**src/rtl/vec_issue_sequencer.sv**
```systemverilog
// rtl/vec_issue_sequencer.sv - queues scalar instruction bundles and issues them one at a time to the vector datapath
module vec_issue_sequencer #(
  parameter int XLEN  = 32,
  parameter int DEPTH = 2
) (
  input  logic                       clk,
  input  logic                       reset,
  input  logic                       inst_valid,
  input  logic [XLEN-1:0]            instruction,
  input  logic [XLEN-1:0]            rs1_data,
  input  logic [XLEN-1:0]            rs2_data,
  output logic                       vec_pro_ready,
  output logic                       issue_valid,
  output logic [XLEN-1:0]            issue_instruction,
  output logic [XLEN-1:0]            issue_rs1_data,
  output logic [XLEN-1:0]            issue_rs2_data,
  input  logic                       is_vec,
  input  logic                       inst_done,
  input  logic                       scalar_pro_ready,
  output logic                       vec_pro_ack,
  output logic                       vec_pro_err,
  output logic                       busy,
  output logic [$clog2(DEPTH):0]     fifo_count
);
  localparam int AW = $clog2(DEPTH);
  localparam int CW = AW + 1;

  typedef enum logic [1:0] {IDLE, EXEC, ACK} state_t;

  logic [XLEN-1:0] inst_mem [DEPTH];
  logic [XLEN-1:0] rs1_mem  [DEPTH];
  logic [XLEN-1:0] rs2_mem  [DEPTH];
  logic [AW-1:0]   wr_ptr;
  logic [AW-1:0]   rd_ptr;
  logic [CW-1:0]   count;
  state_t          state;
  logic            full;
  logic            push;
  logic            pop;

  assign full          = (count == CW'(DEPTH));
  assign vec_pro_ready = !full && !reset;
  assign push          = inst_valid && vec_pro_ready;
  // The FIFO is only drained on the IDLE->EXEC transition.
  assign pop           = (state == IDLE) && (count != '0);
  assign busy          = (state != IDLE);
  assign fifo_count    = count;

  // Storage is not reset: a cleared count already makes stale entries unreachable.
  always_ff @(posedge clk) begin
    if (push) begin
      inst_mem[wr_ptr] <= instruction;
      rs1_mem[wr_ptr]  <= rs1_data;
      rs2_mem[wr_ptr]  <= rs2_data;
    end
  end

  always_ff @(posedge clk) begin
    if (reset) begin
      wr_ptr            <= '0;
      rd_ptr            <= '0;
      count             <= '0;
      state             <= IDLE;
      issue_valid       <= 1'b0;
      issue_instruction <= '0;
      issue_rs1_data    <= '0;
      issue_rs2_data    <= '0;
      vec_pro_ack       <= 1'b0;
      vec_pro_err       <= 1'b0;
    end else begin
      if (push) wr_ptr <= wr_ptr + AW'(1);
      if (pop)  rd_ptr <= rd_ptr + AW'(1);
      if (push && !pop)      count <= count + CW'(1);
      else if (pop && !push) count <= count - CW'(1);

      issue_valid <= 1'b0;
      case (state)
        IDLE: begin
          if (pop) begin
            issue_instruction <= inst_mem[rd_ptr];
            issue_rs1_data    <= rs1_mem[rd_ptr];
            issue_rs2_data    <= rs2_mem[rd_ptr];
            issue_valid       <= 1'b1;
            state             <= EXEC;
          end
        end
        EXEC: begin
          // Illegality wins over a coincident completion.
          if (!is_vec) begin
            vec_pro_ack <= 1'b1;
            vec_pro_err <= 1'b1;
            state       <= ACK;
          end else if (inst_done) begin
            vec_pro_ack <= 1'b1;
            vec_pro_err <= 1'b0;
            state       <= ACK;
          end
        end
        ACK: begin
          if (scalar_pro_ready) begin
            vec_pro_ack <= 1'b0;
            vec_pro_err <= 1'b0;
            state       <= IDLE;
          end
        end
        default: state <= IDLE;
      endcase
    end
  end
endmodule

```
**config.mk**
```make
export PLATFORM = sky130hd
export DESIGN_NAME = vec_issue_sequencer
export DESIGN_NICKNAME = d
export VERILOG_FILES = /design/src/rtl/vec_issue_sequencer.sv
export SDC_FILE = /design/constraint.sdc
export NUM_CORES = 1
export LEC_CHECK = 0
export ABC_AREA = 1
export CORE_ASPECT_RATIO = 1.2
export CORE_UTILIZATION = 47
export CTS_BUF_LIST = sky130_fd_sc_hd__clkbuf_16
export CTS_CLUSTER_DIAMETER = 200
export CTS_CLUSTER_SIZE = 24
export DETAILED_ROUTE_END_ITERATION = 8
export PLACE_DENSITY = 0.76
export SETUP_SLACK_MARGIN = 0.05
export SLEW_MARGIN = 20
export SYNTH_ARGS = -nofsm -noshare
export SYNTH_HDL_FRONTEND = slang
export SYNTH_SLANG_ARGS = --single-unit
```
**constraint.sdc**
```tcl
create_clock -name clk -period 4.96 [get_ports clk]
set_input_delay 0.496 -clock clk [delete_from_list [all_inputs] [get_ports clk]]
set_output_delay 0.496 -clock clk [all_outputs]
set_load 0.01 [all_outputs]
```
==> results.yml, run 1 <==
global_routing:
  grt.overflow.total: 0
  antenna_found_initial: 2
  grt_max_degree: 101
  grt_use_total_pct: 18.4
  grt_pass1_wl_mm: 34.0
  grt_pass1_vias: 6704
cells_and_area:
  drive_gt1_share_pct: 3.78
  design_area_um2: 13400
  nNetsFinal: 1256
  final_common_cell: "nand2_1"
  final_cell_mix: "nand2_1 (298), clkdlybuf4s50_1 (204), edfxtp_1 (192)"
  nFillCells: 1874
  syn_to_final_growth_pct: 23.8
  multi_input_area_um2: 2510
  seqCellArea_um2: 7870
yosys:
  seq_area_frac_synth_pct: 72.7
  syn_avg_cell_area_um2: 11.1
  ys_seq_elements: 297
  synth_compound_area_share_pct: 5.01
  synth_mux_area_share_pct: 0
  yosysWarnings: 0
  syn_area_um2: 10800
  syn_inst: 976
  synth_top_family_by_area: "simple AND/OR/NAND/NOR gates"
  synth.distinct_cells: 22
  synth_xor_area_share_pct: 0
  synthAdderAreaFrac_pct: 0.116
  synth_simple_gate_area_share_pct: 18.0
  synth_nets: 1079
route:
  drt-total-wl_mm: 21.9
  drt_iter0_markers: 452
  vias_per_cell: 4.87
  drc: 0
  firstDrtPassIters: 5
  detail-route-antenna-nets: 0
  vias: 7038
  wl_per_cell_um: 15.1
critical_path:
  required_ns: 4.46
  max_stage_delay_ns: 0.58
  start_kind: "input port"
  slowest_stage: "clkdlybuf4s50_1"
  critical_path.cell_chain: "clkdlybuf4s50_1, a21oi_1, clkdlybuf4s50_1"
  path_buf_inv: 2
  crit_fanout: 7
  cpMostUsedCell: "clkdlybuf4s50_1"
  crit_type: "in -> out"
  endpoint_kind: "output pin"
  worst-r2r-setup-slack_ns: 2.86
  cp_data_arrival_time_ns: 1.83
  critPathTopFamily: "buffers and inverters"
cts:
  cts_buffers: 16
  cts_setup_buffers: 0
  cts-root-buf: "clkbuf_16"
  max-clock-path-buffers: 3
  htreeDepth: 1
  post_cts_resized: 0
  path_clk_slew_ns: 0.07
  clock-sinks: 297
  cts_tree: "yes"
  ctsHoldBuffers: 0
  clk_latency_ns: 0.49
timing:
  fin_crit_sh_pct: 46.9
  setup_viol: 0
  max_slew_margin_pct: 26.2
  rsz0062_at_grt: "no"
  final_max_slew_viol_count: 0
  max_freq_ghz: 0.430
  tightestPinTransition_ns: 1.11
  finClkSkew_ns: 0.0246
  hold_viol: 0
  period_needed_ns: 2.32
  finalSetupTns_ns: 0
hold_path:
  hold_class: "reg -> reg"
floorplan:
  rows: 60
  die_x_um: 141
  die_y_um: 168
  die-area_um2: 23600
  io_pins: 205
  core-area_um2: 22500
  start_util_pct: 48.0
power_and_ir_drop:
  powerDensity_nw_per_um2: 563
  leakagePower_uw: 0.00512
  ir_worst_vdd_mv: 0.467
place:
  placed_cell_area_um2: 12900
  gp_congestion: 0.738
  hpwl_mm: 13.3
  port-buffer-count: 204
job:
  maxCapViolCount: 0
status:
  status: "complete, no violations"
-- cells in the mapped netlist --
cell,count,area share (%)
nand2_1,298,10
edfxtp_1,192,53
nor2_1,191,6.6
dfxtp_1,105,19
o21ai_1,98,4.5
buf_2,19,0.88
buf_6,15,1.6
clkbuf_1,10,0.35
inv_1,10,0.35
nor2_2,10,0.58
a21oi_1,6,0.28
buf_4,6,0.42
nand3_1,4,0.19
buf_12,2,0.37
inv_2,2,0.069
nand3b_1,2,0.14
buf_8,1,0.14
ha_1,1,0.12
inv_4,1,0.058
nor2_4,1,0.10
o21ai_0,1,0.046
o21ai_4,1,0.15
-- state kept, by name, summed over array words and instances, names as in the netlist --
signal,count
fifo_count,2
inst_mem,64
issue_instruction,32
issue_rs1_data,32
issue_rs2_data,32
issue_valid,1
rd_ptr,1
rs1_mem,64
rs2_mem,64
state,2
vec_pro_ack,1
vec_pro_err,1
wr_ptr,1
-- metrics by stage --
step / setup slack, ns / utilization (%) / hold slack, ns / cells / total power [uW]
after floorplan: -0.428 / - / 0.478 / 976 / 5250
after global placement: 2.56 / 57.3 / 0.463 / 1414 / 6200
after detailed placement: 2.51 / 57.3 / 0.472 / 1414 / 6270
after CTS: 2.63 / 59.5 / 0.490 / 1442 / 7650
after global routing: 2.57 / 59.5 / 0.506 / 1444 / 8040
final: 2.64 / 59.5 / 0.485 / 1444 / 7540
-- where the power goes --
part,total [uW],internal [uW],leakage (uW),switching [uW]
combinational,2750,1180,0.00223,1570
clock,1370,633,0.000270,738
sequential,3420,3130,0.00263,290
-- final timing paths --
kind                                        start                     to  cells past startpoint
worst max register to register      fifo_count[1]  issue_instruction[30]                      5
worst max-delay path                        reset          vec_pro_ready                      3
worst min-delay path            issue_rs1_data[4]      issue_rs1_data[4]                      2
worst min register to register  issue_rs1_data[4]      issue_rs1_data[4]                      2
-- kinds of logic after synthesis --
group           count (synthesis)
flops                         297
simple gates                  506
buf+inv                        66
compound gates                106
fa+ha+maj                       1
-- area by class of cell --
type	instances	share of cell area [%]
flip-flops and latches	297	58.7
clock buffers	17	3.17
inverters	13	0.402
clock inverters	11	0.402
well taps	279	2.61
diodes	2	0.0374
repair buffers	212	15.9
multi-input cells	613	18.8
-- metal layers --
metal  GRT usage (%)  up-vias  wire length, um  part of all wire (%)
met1            21.6     3261             8770                    40
met5               0        -                0                     0
met2            33.7      180            11300                    52
li1                -     3557                -                     -
met4            7.04        0              680                   3.1
met3            2.96       40             1120                   5.1
-- worst min-delay path, stage by stage (launching register included) --
cell	delay [ns]
dfxtp_1	0.33
nor2_1	0.05
nor2_1	0.08
(Power assumes the default switching activity.)
==> run 2: changes to the inputs <==
- CORE_UTILIZATION: 47 -> 52
- PLACE_DENSITY: 0.76 -> 0.8
- clock period: 4.96 -> 2.2 ns (I/O delays scaled with it)
==> run 2 against run 1 <==
- register-to-register slack worse by 2.3 ns
- non-clock buffer count increased by 8
- clock power is 130% higher
- count of clock-buffer cells in the layout is the same
- flip-flop and latch count is the same
- setup slack worse by 2.3 ns
==> results.yml, run 2 (synthesis gave the netlist of run 1 again) <==
global_routing:
  grt_pass1_vias: 6983
  grt_max_degree: 101
  grt_pass1_wl_mm: 35.0
  antenna_found_initial: 0
  grt.overflow.total: 0
  grt_use_total_pct: 20.7
timing:
  setup_slack_ns: 0.311
  period_needed_ns: 1.89
  rsz0062_at_grt: "no"
  hold_ws_ns: 0.308
  finClkSkew_ns: 0.0235
  setup_viol: 0
  final_max_slew_viol_count: 0
  hold_viol: 0
  tightestPinTransition_ns: 0.691
  max_freq_ghz: 0.529
  fin_crit_sh_pct: 85.9
  max_slew_margin_pct: 53.9
cells_and_area:
  seqCellArea_um2: 7880
  nNetsFinal: 1264
  final_cell_mix: "nand2_1 (297), clkdlybuf4s50_1 (204), edfxtp_1 (192)"
  syn_to_final_growth_pct: 25.4
  drive_gt1_share_pct: 4.87
  reg_top3: "inst_mem x64, rs1_mem x64, rs2_mem x64"
  final_common_cell: "nand2_1"
  multi_input_area_um2: 2530
  nFillCells: 1528
  n_antenna_cell: 0
place:
  gp_congestion: 0.760
  port-buffer-count: 204
  place_ws_ns: 0.290
  hpwl_mm: 13.7
route:
  drt-total-wl_mm: 21.9
  firstDrtPassIters: 6
  wl_per_cell_um: 15.2
  vias_per_cell: 4.91
  drc: 0
  drt_iter0_markers: 411
  detail-route-antenna-nets: 0
  vias: 7047
power_and_ir_drop:
  ir_worst_vdd_mv: 0.883
  leakagePower_uw: 0.00520
  powerDensity_nw_per_um2: 1270
critical_path:
  cp_data_arrival_time_ns: 1.67
  start_kind: "flop"
  crit_type: "reg -> out"
  crit_fanout: 5
  endpoint_kind: "output pin"
  required_ns: 1.98
cts:
  cts-root-buf: "clkbuf_16"
  cts_setup_buffers: 0
  clock-sinks: 297
  htreeDepth: 1
  max-clock-path-buffers: 3
  cts_tree: "yes"
  clk_latency_ns: 0.49
  cts_buffers: 16
  ctsHoldBuffers: 0
  path_clk_slew_ns: 0.10
  post_cts_resized: 0
floorplan:
  die_y_um: 160
  die_x_um: 134
  rows: 57
  die-area_um2: 21400
  core-area_um2: 20300
  io_pins: 205
  start_util_pct: 53.2
job:
  maxCapViolCount: 0
hold_path:
  hold_class: "in -> reg"
status:
  status: "complete, no violations"
==> run 2: cell types whose count changed in the layout (fill, tap and decap cells not counted) <==
cell     change
inv_4        +1
buf_12       +8
inv_1        -1
dfxtp_1      -2
nand2_4      +1
diode_2      -2
nand2_1      -1
dfxtp_2      +1
dfxtp_4      +1
nand3_1      -1
nand3_4      +1
==> run 2: stage by stage <==
stage / setup TNS, ns / cells / total power [uW] / cell area, um^2 / util [%]
floorplan: -49.71 / 976 / 11900 / 10900 / -
global placement: 0 / 1408 / 14100 / 13100 / 64.4
detailed placement: 0 / 1408 / 14300 / 13100 / 64.4
CTS: 0 / 1436 / 17400 / 13600 / 66.7
global route: 0 / 1436 / 18400 / 13600 / 66.7
finish: 0 / 1436 / 17200 / 13600 / 66.7
==> run 2: per-layer routing <==
metal	wire length [um]	part of all wire, %	GRT usage, %
met3	1170	5.3	3.87
met1	8720	40	24.4
met5	0	0	0
met4	502	2.3	6.61
met2	11500	53	37.8
==> run 2: layout make-up <==
cell class / instances / share of cell area, %
flip-flops and latches: 297 / 58.1
multi-input cells: 613 / 18.7
repair buffers: 220 / 16.9
clock buffers: 17 / 3.14
well taps: 265 / 2.44
inverters: 13 / 0.415
clock inverters: 11 / 0.397
==> run 2: worst max-delay path, stage by stage (launching register included) <==
cell	delay, ns
dfxtp_4	0.40
inv_4	0.05
a21oi_1	0.12
clkdlybuf4s50_1	0.60
==> run 2: path summary, 6_finish.rpt <==
check        cells past startpoint          startpoint            endpoint  slack, ns
max                              3       fifo_count[0]       vec_pro_ready       0.31
min                              1     instruction[11]     inst_mem[1][11]       0.31
max reg2reg                      8            state[1]       fifo_count[1]       0.56
min reg2reg                      2  issue_rs1_data[15]  issue_rs1_data[15]       0.48
==> run 2: power breakdown <==
group	internal [uW]	switching (uW)
Combinational	2820	3680
Sequential	7070	567
Clock	1430	1680
==> run 3: changes to the inputs <==
- CORE_UTILIZATION: 52 -> 55
- PLACE_DENSITY: 0.8 -> 0.84
- REMOVE_ABC_BUFFERS: not set -> 1
- clock period: 2.2 -> 2.3 ns (I/O delays scaled with it)
==> run 3 against run 2 <==
- combinational power shrank 5.2%
- total power shrank 4.9%
- clock skew shrank 0.0080 ns
- critical path depth is the same
- wire length grew 2.8%
- clock power shrank 5%
==> results.yml, run 3 (synthesis gave the netlist of run 1 again) <==
status:
  status: "complete, no violations"
cts:
  clock-sinks: 297
  cts-root-buf: "clkbuf_16"
  cts_buffers: 16
  path_clk_slew_ns: 0.09
  htreeDepth: 1
  cts_tree: "yes"
  cts_setup_buffers: 0
  ctsHoldBuffers: 0
  max-clock-path-buffers: 3
  clk_latency_ns: 0.49
  post_cts_resized: 0
route:
  drt-total-wl_mm: 22.5
  drc: 0
  vias_per_cell: 5.06
  wl_per_cell_um: 15.8
  detail-route-antenna-nets: 0
  vias: 7189
  drt_iter0_markers: 494
  firstDrtPassIters: 5
cells_and_area:
  seqCellArea_um2: 7870
  final_cell_mix: "nand2_1 (298), clkdlybuf4s50_1 (204), edfxtp_1 (192)"
  postLayoutCoreUtil_pct: 70.6
  final_common_cell: "nand2_1"
  multi_input_area_um2: 2510
  drive_gt1_share_pct: 4.03
  fin_cells: 1422
  n_antenna_cell: 0
  reg_top3: "inst_mem x64, rs1_mem x64, rs2_mem x64"
  nNetsFinal: 1259
  nFillCells: 1413
  syn_to_final_growth_pct: 24.3
floorplan:
  io_pins: 205
  rows: 55
  die_y_um: 156
  die_x_um: 130
  core-area_um2: 19100
  start_util_pct: 56.8
  die-area_um2: 20200
job:
  maxCapViolCount: 0
global_routing:
  antenna_found_initial: 1
  grt_max_degree: 101
  grt_pass1_wl_mm: 35.0
  grt_pass1_vias: 7026
  top_usage_layer: "met2"
  grt_use_total_pct: 22.4
  met1_usage_pct: 26.4
  grt_util_met3_pct: 3.57
  grt.overflow.total: 0
  met2_usage_pct: 41.7
place:
  place_inst: 1394
  port-buffer-count: 204
  hpwl_mm: 13.7
  gp_congestion: 0.714
  place_ws_ns: 0.255
timing:
  setup_viol: 0
  max_slew_margin_pct: 28.3
  hold_ws_ns: 0.316
  finalSetupTns_ns: 0
  rsz0062_at_grt: "no"
  max_freq_ghz: 0.511
  fin_crit_sh_pct: 85.1
  final_max_slew_viol_count: 0
  setup_slack_ns: 0.342
  tightestPinTransition_ns: 1.08
  hold_viol: 0
  period_needed_ns: 1.96
  finClkSkew_ns: 0.0155
critical_path:
  crit_fanout: 5
  endpoint_kind: "output pin"
  start_kind: "flop"
  crit_type: "reg -> out"
  required_ns: 2.07
  cp_data_arrival_time_ns: 1.73
  worst-r2r-setup-slack_ns: 0.46
hold_path:
  hold_class: "in -> reg"
power_and_ir_drop:
  powerDensity_nw_per_um2: 1220
  leakagePower_uw: 0.00516
  ir_worst_vdd_mv: 0.952
## run 3: changes by cell type in the layout (fill, tap and decap cells not counted), sizes merged
cell,delta
buf,-5
## run 3: final cells by class
cell class / count / area share, %
tap: 256 / 2.38
multi-input combinational: 613 / 18.7
timing repair buffer: 215 / 16.4
clock inverter: 11 / 0.400
clock buffer: 17 / 3.16
inverter: 13 / 0.419
sequential: 297 / 58.5
## run 3: stage by stage
step,cell area [um^2],total power (uW)
global route,13500,17500
finish,13500,16400
detailed placement,13000,13600
global placement,13000,13400
CTS,13500,16600
floorplan,10400,10700
## run 3: worst max-delay path, cell delays in order, from the launching register on
cell             delay (ns)
dfxtp_1                0.42
inv_1                  0.12
a21oi_1                0.16
clkdlybuf4s50_1        0.55
## run 3: power breakdown
group	internal [uW]	switching (uW)
combinational	2590	3550
clock	1360	1580
sequential	6760	549
total	10700	5680
## run 3: worst paths after layout
| check | start | endpoint | cells after the start |
|---|---|---|---|
| worst min register to register | vec_pro_err | vec_pro_err | 2 |
| worst min-delay path | instruction[23] | inst_mem[0][23] | 1 |
| worst max register to register | fifo_count[0] | rs1_mem[0][8] | 5 |
| worst max-delay path | fifo_count[0] | vec_pro_ready | 3 |
## run 3: per-layer routing
metal / up-vias / part of all wire [%]
met3: 35 / 5.5
met1: 3396 / 39
met5: - / 0.053
met2: 201 / 54
li1: 3555 / -
met4: 2 / 1.9
